[src/rtl/jtag_pkg.sv]
// jtag_pkg: shared command encodings, instruction codes and TMS header tables for the JTAG host.
package jtag_pkg;
  typedef enum logic [1:0] {CMD_RST = 2'b00, CMD_IR = 2'b01, CMD_DR = 2'b10, CMD_IDLE = 2'b11} cmd_e;
  typedef enum logic [2:0] {BOOT_RST, IDLE, PRE, SHIFT, POST, RESP} state_e;
  localparam logic [3:0] INS_BYPASS = 4'b0001;
  localparam logic [3:0] INS_IDCODE = 4'b0010;
  localparam logic [3:0] INS_CONFIG = 4'b0100;
  localparam logic [31:0] JTAG_IDCODE = 32'h4A7C_0E1D;
  localparam int HDR_IR = 4;
  localparam int HDR_DR = 3;
  localparam int HDR_RST = 6;
  localparam int HDR_POST = 2;
  // Header TMS from Run-Test/Idle: IR 1100, DR 100, reset 111110, idle all zeros.
  function automatic logic hdr_tms(input cmd_e t, input int i);
    return (t == CMD_IR) ? (i < 2) : (t == CMD_DR) ? (i == 0) : (t == CMD_RST) ? (i < 5) : 1'b0;
  endfunction
endpackage

[src/rtl/jtag_tck_gen.sv]
// jtag_tck_gen: divides clk into TCK, flags the edges that start each low and high phase.
module jtag_tck_gen #(
  parameter int CLK_DIV = 2
) (
  input  logic clk,
  input  logic rst,
  input  logic en,
  output logic tck,
  output logic rise,
  output logic fall
);
  localparam int DW = CLK_DIV > 1 ? $clog2(CLK_DIV) : 1;
  logic [DW-1:0] cnt_q, cnt_d;
  logic tck_q, tck_d, run_q, wrap;
  assign wrap = run_q && cnt_q == DW'(CLK_DIV - 1);
  // The first enabled edge opens a low phase so the caller can present TMS before the first rise.
  assign fall = en && (!run_q || (wrap && tck_q));
  assign rise = en && wrap && !tck_q;
  assign tck = tck_q;
  always_comb begin
    cnt_d = (!en || !run_q || wrap) ? '0 : cnt_q + 1'b1;
    tck_d = en && (wrap ? !tck_q : tck_q);
  end
  always_ff @(posedge clk or posedge rst) begin
    if (rst) begin
      cnt_q <= '0;
      tck_q <= 1'b0;
      run_q <= 1'b0;
    end else begin
      cnt_q <= cnt_d;
      tck_q <= tck_d;
      run_q <= en;
    end
  end
endmodule

[src/rtl/jtag_master.sv]
// jtag_master: JTAG host that turns IR/DR/reset/idle commands into TCK/TMS/TDI sequences and returns TDO.
module jtag_master import jtag_pkg::*; #(
  parameter int MAX_LEN = 32,
  parameter int IR_LEN = 4,
  parameter int CLK_DIV = 2
) (
  input  logic                         iClk,
  input  logic                         iRst,
  input  logic                         iCmdValid,
  output logic                         oCmdReady,
  input  logic [1:0]                   iCmdType,
  input  logic [$clog2(MAX_LEN+1)-1:0] iCmdLen,
  input  logic [MAX_LEN-1:0]           iCmdData,
  output logic                         oRspValid,
  input  logic                         iRspReady,
  output logic [MAX_LEN-1:0]           oRspData,
  output logic                         oTck,
  output logic                         oTms,
  output logic                         oTdi,
  input  logic                         iTdo
);
  localparam int LW = $clog2(MAX_LEN + 1);
  localparam int CW = LW + 1;
  state_e state_q, state_d;
  cmd_e typ_q, typ_d;
  logic [CW-1:0] n_q, n_d, cnt_q, cnt_d, hdr;
  logic [MAX_LEN-1:0] data_q, data_d, rsp_q, rsp_d, dsh;
  logic tms_q, tms_d, tdi_q, tdi_d, en, rise, fall;
  jtag_tck_gen #(.CLK_DIV(CLK_DIV)) u_tck (.clk(iClk), .rst(iRst), .en(en), .tck(oTck), .rise(rise), .fall(fall));
  assign en = state_q inside {BOOT_RST, PRE, SHIFT, POST};
  assign hdr = (typ_q == CMD_IR) ? CW'(HDR_IR) : (typ_q == CMD_DR) ? CW'(HDR_DR) :
               (typ_q == CMD_RST) ? CW'(HDR_RST) : n_q;
  assign dsh = data_q >> cnt_q;
  assign oCmdReady = state_q == IDLE;
  assign oRspValid = state_q == RESP;
  assign oRspData = rsp_q;
  assign oTms = tms_q;
  assign oTdi = tdi_q;
  always_comb begin
    state_d = state_q;
    typ_d = typ_q;
    n_d = n_q;
    data_d = data_q;
    rsp_d = rsp_q;
    cnt_d = cnt_q;
    tms_d = tms_q;
    tdi_d = tdi_q;
    unique case (state_q)
      BOOT_RST: if (fall) begin
        if (cnt_q < CW'(HDR_RST)) begin
          tms_d = hdr_tms(CMD_RST, int'(cnt_q));
          cnt_d = cnt_q + 1'b1;
        end else begin
          state_d = IDLE;
          cnt_d = '0;
        end
      end
      IDLE: if (iCmdValid) begin
        typ_d = cmd_e'(iCmdType);
        data_d = iCmdData;
        rsp_d = '0;
        cnt_d = '0;
        n_d = (iCmdType == CMD_IR) ? CW'(IR_LEN) :
              (iCmdType != CMD_DR) ? CW'(iCmdLen) :
              (iCmdLen == '0) ? CW'(1) :
              (CW'(iCmdLen) > CW'(MAX_LEN)) ? CW'(MAX_LEN) : CW'(iCmdLen);
        state_d = (iCmdType == CMD_IDLE && iCmdLen == '0) ? RESP : PRE;
      end
      PRE: if (fall) begin
        if (cnt_q < hdr) begin
          tms_d = hdr_tms(typ_q, int'(cnt_q));
          tdi_d = 1'b0;
          cnt_d = cnt_q + 1'b1;
        end else if (typ_q inside {CMD_IR, CMD_DR}) begin
          state_d = SHIFT;
          tms_d = n_q == CW'(1);
          tdi_d = data_q[0];
          cnt_d = CW'(1);
        end else begin
          state_d = RESP;
        end
      end
      SHIFT: begin
        if (rise) rsp_d = rsp_q | (MAX_LEN'(iTdo) << (cnt_q - 1'b1));
        if (fall) begin
          if (cnt_q < n_q) begin
            tms_d = cnt_q == n_q - 1'b1;
            tdi_d = dsh[0];
            cnt_d = cnt_q + 1'b1;
          end else begin
            state_d = POST;
            tms_d = 1'b1;
            tdi_d = 1'b0;
            cnt_d = CW'(1);
          end
        end
      end
      POST: if (fall) begin
        if (cnt_q < CW'(HDR_POST)) begin
          tms_d = 1'b0;
          cnt_d = cnt_q + 1'b1;
        end else begin
          state_d = RESP;
        end
      end
      RESP: if (iRspReady) state_d = IDLE;
      default: state_d = BOOT_RST;
    endcase
  end
  always_ff @(posedge iClk or posedge iRst) begin
    if (iRst) begin
      state_q <= BOOT_RST;
      typ_q <= CMD_RST;
      n_q <= '0;
      cnt_q <= '0;
      data_q <= '0;
      rsp_q <= '0;
      tms_q <= 1'b1;
      tdi_q <= 1'b0;
    end else begin
      state_q <= state_d;
      typ_q <= typ_d;
      n_q <= n_d;
      cnt_q <= cnt_d;
      data_q <= data_d;
      rsp_q <= rsp_d;
      tms_q <= tms_d;
      tdi_q <= tdi_d;
    end
  end
endmodule
[config.mk]
export PLATFORM = sky130hd
export DESIGN_NAME = jtag_master
export DESIGN_NICKNAME = d
export VERILOG_FILES = /design/src/rtl/jtag_pkg.sv /design/src/rtl/jtag_tck_gen.sv /design/src/rtl/jtag_master.sv
export SDC_FILE = /design/constraint.sdc
export NUM_CORES = 1
export LEC_CHECK = 0
export ABC_AREA = 1
export CORE_MARGIN = 5
export CORE_UTILIZATION = 46
export CTS_BUF_LIST = sky130_fd_sc_hd__clkbuf_8
export DETAILED_ROUTE_END_ITERATION = 6
export PLACE_DENSITY = 0.82
export SYNTH_ARGS = -nofsm -noshare
export SYNTH_HDL_FRONTEND = slang
export SYNTH_SLANG_ARGS = --single-unit
[constraint.sdc]
create_clock -name iClk -period 2.9 [get_ports iClk]
set_input_delay 0.87 -clock iClk [delete_from_list [all_inputs] [get_ports iClk]]
set_output_delay 0.87 -clock iClk [all_outputs]
set_load 0.02 [all_outputs]
# Word level (Yosys, flattened, before mapping)
# Index checks and enable logic that the tools add are counted.
[word_totals] out_inout_bits=37 register_bits=88 memories=0 latchBits=0 mem_bits_rw=0 wordCells=134 romBits=0 inputBits=45
[op_classes] add_sub_neg=4 div_mod_pow=0 n_lt_le_gt_ge=7 mux=55 reduce_logical=28 shift=2 n_mul=0 eq_ne=26 bitwise_logic=1
[op_table] operator="two-way mux 7 bit" n=13
[op_table] operator="two-way mux 32 bit" n=2
[op_table] operator="one-hot mux 32 bit (2 select lines)" n=1
[op_table] operator="two-way mux 3 bit" n=12
[op_table] operator="one-hot mux 7 bit (5 select lines)" n=1
[op_table] operator="OR 32 bit" n=1
[op_table] operator="<< shifter 1 x 7 -> 32 bit" n=1
[op_table] operator=">> shifter 32 x 7 -> 1 bit" n=1
[op_table] operator="two-way mux 6 bit" n=4
[op_table] operator="!= test 2 bit, second input constant" n=11
[op_table] operator="two-way mux 1 bit" n=19
[op_table] operator="one-hot mux 3 bit (6 select lines)" n=1
[op_table] operator="AND reduction 8 bit" n=2
[op_table] operator="less-than comparator 7 x 2 -> 1 bit, second input constant" n=2
[op_table] operator="less-than comparator 7 x 3 -> 1 bit, second input constant" n=2
[op_table] operator="less-than comparator 7 bit" n=2
[op_table] operator="subtractor 7 x 1 -> 7 bit, second input constant" n=2
[op_table] operator="AND reduction 10 bit" n=1
[op_table] operator="adder 7 x 1 -> 7 bit, second input constant" n=1
[op_table] operator="== test 7 x 1 -> 1 bit, second input constant" n=1
[op_table] operator="== test 7 bit" n=1
[op_table] operator="logical AND 1 bit" n=7
[op_table] operator="zero test 7 bit" n=1
[op_table] operator="== test 3 x 2 -> 1 bit, second input constant" n=2
[op_table] operator="other kinds (21)" n=32

# Longest topological paths before layout
[depth] word_depth=8 ltp_mapped=18 ltp_nobuf=18

# Modules after synthesis
# Synthesis repeated with hierarchy kept, for this count alone.
[hier_totals] cells_unflattened=730 hier_area_um2=5366.4
[modules_own_cells] module="jtag_master" area_per_inst_um2=5228.8 n_inst=1 cells_per_inst=713
[modules_own_cells] module="jtag_tck_gen" area_per_inst_um2=137.6 n_inst=1 cells_per_inst=17

# Worst setup path before layout
# OpenSTA, ideal clock, no wires.
[synth_timing] kind="register to register" from="register typ_q[0]" to="register cnt_q[5]" path_buffers=0 period_less_slack_ns=2.180 arrival_time_ns=2.063 stages_incl_launch_ff=17 slack_ns=0.720 required_time_ns=2.783 setup_ns=0.117 path_cell_list="dfrtp_1 -> ha_1 -> inv_1 -> nand2_1 -> nand2_1 -> o21a_1 -> ha_1 -> nand2_1 -> inv_1 -> nand2_1 -> nand2_1 -> nand2_1 -> nand2_1 -> nand2_1 -> nand4_1 -> nand2_1 -> nand2_1"
[synth_via] elab_chain_cells=8
[synth_rtl] item="start, declared" line_no="jtag_master.sv:25" rtl="cmd_e typ_q, typ_d;"
[synth_rtl] item="start signal, assigned" line_no="jtag_master.sv:122" rtl="typ_q <= typ_d;"
[synth_rtl] item="zero test 2 bit" line_no="jtag_master.sv:32" rtl="(typ_q == CMD_RST) ? CW'(HDR_RST) : n_q;"
[synth_rtl] item="two-way mux 7 bit" line_no="jtag_master.sv:32"
[synth_rtl] item="two-way mux 7 bit (2 in a row)" line_no="jtag_master.sv:31" rtl="assign hdr = (typ_q == CMD_IR) ? CW'(HDR_IR) : (typ_q == CMD_DR) ? CW'(HDR_DR) :"
[synth_rtl] item="less-than comparator 7 bit" line_no="jtag_master.sv:70" rtl="if (cnt_q < hdr) begin"
[synth_rtl] item="two-way mux 7 bit" line_no="jtag_master.sv:70"
[synth_rtl] item="two-way mux 7 bit" line_no="jtag_master.sv:69" rtl="PRE: if (fall) begin"
[synth_rtl] item="one-hot mux 7 bit (5 select lines)" line_no="jtag_master.sv:48" rtl="unique case (state_q)"
[synth_rtl] item="end signal, assigned" line_no="jtag_master.sv:124" rtl="cnt_q <= cnt_d;"
[synth_rtl] item="end, declared" line_no="jtag_master.sv:26" rtl="logic [CW-1:0] n_q, n_d, cnt_q, cnt_d, hdr;"
# Several ways; a longest one is shown, not always the timed one. The select of a mux whose other input is x is not followed.
# A chain may end at the register's enable or synchronous reset.

# Worst setup path in the final report
[layout_timing] from="register state_q[2]" to="output port oRspValid"
[layout_via] elab_chain_cells=1
[layout_rtl] item="start, declared" line_no="jtag_master.sv:24" rtl="state_e state_q, state_d;"
[layout_rtl] item="start signal, assigned" line_no="jtag_master.sv:121" rtl="state_q <= state_d;"
[layout_rtl] item="== test 3 bit" line_no="jtag_master.sv:35" rtl="assign oRspValid = state_q == RESP;"
[layout_rtl] item="end, declared" line_no="jtag_master.sv:14" rtl="output logic oRspValid,"
# Every way passes these cells.

==> summary.md <==
| Metric | Value |
|---|---|
| Num CTS Buffers | 9 |
| Sequential-to-total area share from yosys stat | 41.2% |
| Critical Path Start Type | register |
| Main combinational cell family by area after synthesis | simple AND/OR/NAND/NOR gates |
| Fill count | 1025 |
| Number of synthesized flops with an enable pin | 0 |
| Ports | 82 |
| Clk Latency, worst-skew pair | 370 ps |
| Min-delay worst type | register to register |
| FF+latch area | 0.00218 mm^2 |
| Drt initial violations | 407 |
| Cells after Synth | 755 |
| Layout area overhead | 24.4% |
| Post-DR vias/cell | 5.17 |
| Clock tree root buffer cell | clkbuf_8 |
| TritonCTS Sinks | 87 |
| Syn. warnings | 0 |
| Total GRT Usage | 21.0% |
| Setup TNS | 0 ps |
| Crit. End Element | output port |
| Worst Skew | 15.4 ps |
| Delay-heaviest family, CP | buffers and inverters |
| Peak supply drop | 0.430 mV |
| Syn_area_per_cell | 7.01 um^2 |
| Max frequency | 369 MHz |
| CTS clk-pin slew, worst paths | 90 ps |
| Share of layout cells above drive strength 1 | 6.41% |
| Critical path's largest stage delay | 630 ps |
| GPL Wtd Cong | 0.940 |
| DRC | 0 |
| CP Class | register to output port |
| RSZ-0062 raised after global routing | false |
| Post-synthesis compound-gate area fraction | 10.1% |
| Tmin final | 2710 ps |
| Adder-cell share of the synthesized area | 4.73% |
| First-pass GRT wire length | 23000 um |
| CP arrival | 1840 ps |
| WL final | 13700 um |
| # setup viols final | 0 |
| Crit-path slowest cell | clkdlybuf4s50_1 |
| Simple-gate share of the synthesized area | 32.5% |
| Status | finished clean |
| Die X | 117 um |
| # port buffers | 81 |
| N_diodes | 0 |
| Buffers and inverters on the worst path | 2 |
| FF+latch count, synth | 87 |
| Die area | 0.0137 mm^2 |
| CTS tree | yes |
| Pre-Repair DR Iteration Count | 5 |
| Layout Nets | 903 |
| Post-synthesis mux area share | 0% |
| Row count | 39 |
| Grt total ovfl | 0 |
| DR WL/cell | 13.9 um |
| Max_slew headroom | 63.2% |
| Cell variety after synth | 31 |
| Post-Synth XOR/XNOR Area | 1.44% |
| Synthesized area | 0.00529 mm^2 |
| Post-CTS setup buffers | 0 |
| Leak | 3.27 nW |
| Post-synth ARST share | 100% |
| DIE HEIGHT | 117 um |
| Hold-fix buffers, CTS | 0 |
| Synthesized Nets | 820 |
| Post-cts sizing count | 0 |
| Vias in the first global route | 4899 |
| Clock buffer depth | 2 |
| Util after Layout | 57.9% |
| Max Cap Viol | 0 |
| Core Footprint | 0.0114 mm^2 |
| Main synth FF type | dfrtp_1 |
| Initial Util | 46.5% |
| Post-DP HPWL | 10300 um |
| Final ANT Viol Nets | 0 |
| Area of the multi-input gates | 0.00258 mm^2 |
| H-tree level count | 3 |
| CP required | 2030 ps |
| Final Hold Viols | 0 |
| Largest net degree at the start of global routing | 40 |
| Crit path max fanout | 6 |
| Pwr Density | 967 mW/mm^2 |
| Worst path cell trace | inv_1 -> nor2_1 -> clkdlybuf4s50_1 |
| Worst slew pin tran | 551 ps |
| Final worst-path cycle share | 93.5% |
| Initial antenna violation count | 0 |
| Pins over their slew limit | 0 |
| DR vias | 5095 |
-- final cells by class --
cell class	instances	area share [%]
Timing Repair Buffer	98	14.8
Inverter	111	6.39
Multi-Input combinational cell	531	39.2
Tap cell	143	2.72
Clock buffer	9	1.88
Clock inverter	7	1.90
Sequential cell	87	33.1
-- cells in the final DEF (no fill, tap or decap), drive strengths merged, types with 4 or more instances in the layout --
master / synthesis / routed
nand2: 221 / 221
dfrtp: 86 / 86
a21oi: 52 / 52
nor2: 74 / 74
nand4: 13 / 13
ha: 20 / 20
nor3: 8 / 8
xor2: 4 / 4
buf: 8 / 17
inv: 111 / 113
clkdlybuf4s50: 0 / 81
o21ai: 42 / 42
clkbuf: 18 / 9
nand3: 80 / 80
-- through the flow --
step           power [mW]  instances  hold slack [ps]  area, um^2  setup slack [ps]
3_5_place_dp         5.31        970              424        6330               393
4_1_cts              6.36        986              437        6580               165
5_1_grt              6.94        986              472        6580              86.7
2_1_floorplan        4.25        755              407        5300               720
6_report             6.37        986              438        6580               189
3_3_place_gp         5.25        970              418        6330               471
-- final timing paths --
check	from	endpoint	slack, ps	depth (start not counted)
worst max-delay path	state_q[2]	oRspValid	190	3
worst min-delay path	u_tck.cnt_q	u_tck.cnt_q	440	1
worst max register to register	typ_q[1]	cnt_q[3]	410	17
worst min register to register	u_tck.cnt_q	u_tck.cnt_q	440	1
max in group asynchronous	iRst	data_q[13]	1430	3
min in group asynchronous	iRst	oRspData[24]	890	2
-- synth_stat cells (2+ instances only) --
cell type  instances  area [um^2]
xor2_1             2         17.5
nor2_4             2         22.5
buf_2              2         10.0
xnor2_1            3         26.3
nor2_1            70          263
a22oi_1            2         15.0
o22ai_1            2         12.5
nor3_4             2         32.5
o211ai_1           3         22.5
nand3_1           80          400
nand2_1          218          818
nor2_2             2         12.5
a21oi_1           52          260
nand3b_1           3         22.5
clkbuf_1          18         67.6
nor3_1             6         30.0
o21ai_0           42          210
o21a_1             2         15.0
buf_1              4         15.0
nand2_2            2         12.5
inv_2              6         22.5
xor2_2             2         32.5
dfrtp_1           86         2150
ha_1              20          250
nand4_1           13         81.3
inv_1            105          394
buf_6              2         22.5
-- per-layer routing --
metal  GRT usage (%)  wire length (um)
met3            3.39               852
met5               0                 0
met2            35.4              6530
met1            27.3              5970
met4            7.87               350
-- power breakdown --
part / total [mW] / internal (mW) / switching [mW]
clock network: 1.06 / 0.583 / 0.472
registers: 1.91 / 1.64 / 0.267
logic: 3.40 / 1.22 / 2.18
total: 6.37 / 3.44 / 2.92
-- state kept, by name (all words and copies together) (netlist names) --
signal	flops
oTms	1
state_q	3
u_tck.cnt_q	1
u_tck.run_q	1
cnt_q	7
u_tck.tck	1
data_q	32
typ_q	2
n_q	6
oRspData	32
oTdi	1
-- cells by family after synthesis --
logic type,after synthesis
DFF,87
adders and majority gates,20
AOI/OAI and AO/OA,103
xor gates and xnor gates,7
and+or+nand+nor,401
buffers and inverters,137
Note: power is estimated with default switching activity, not from simulation.
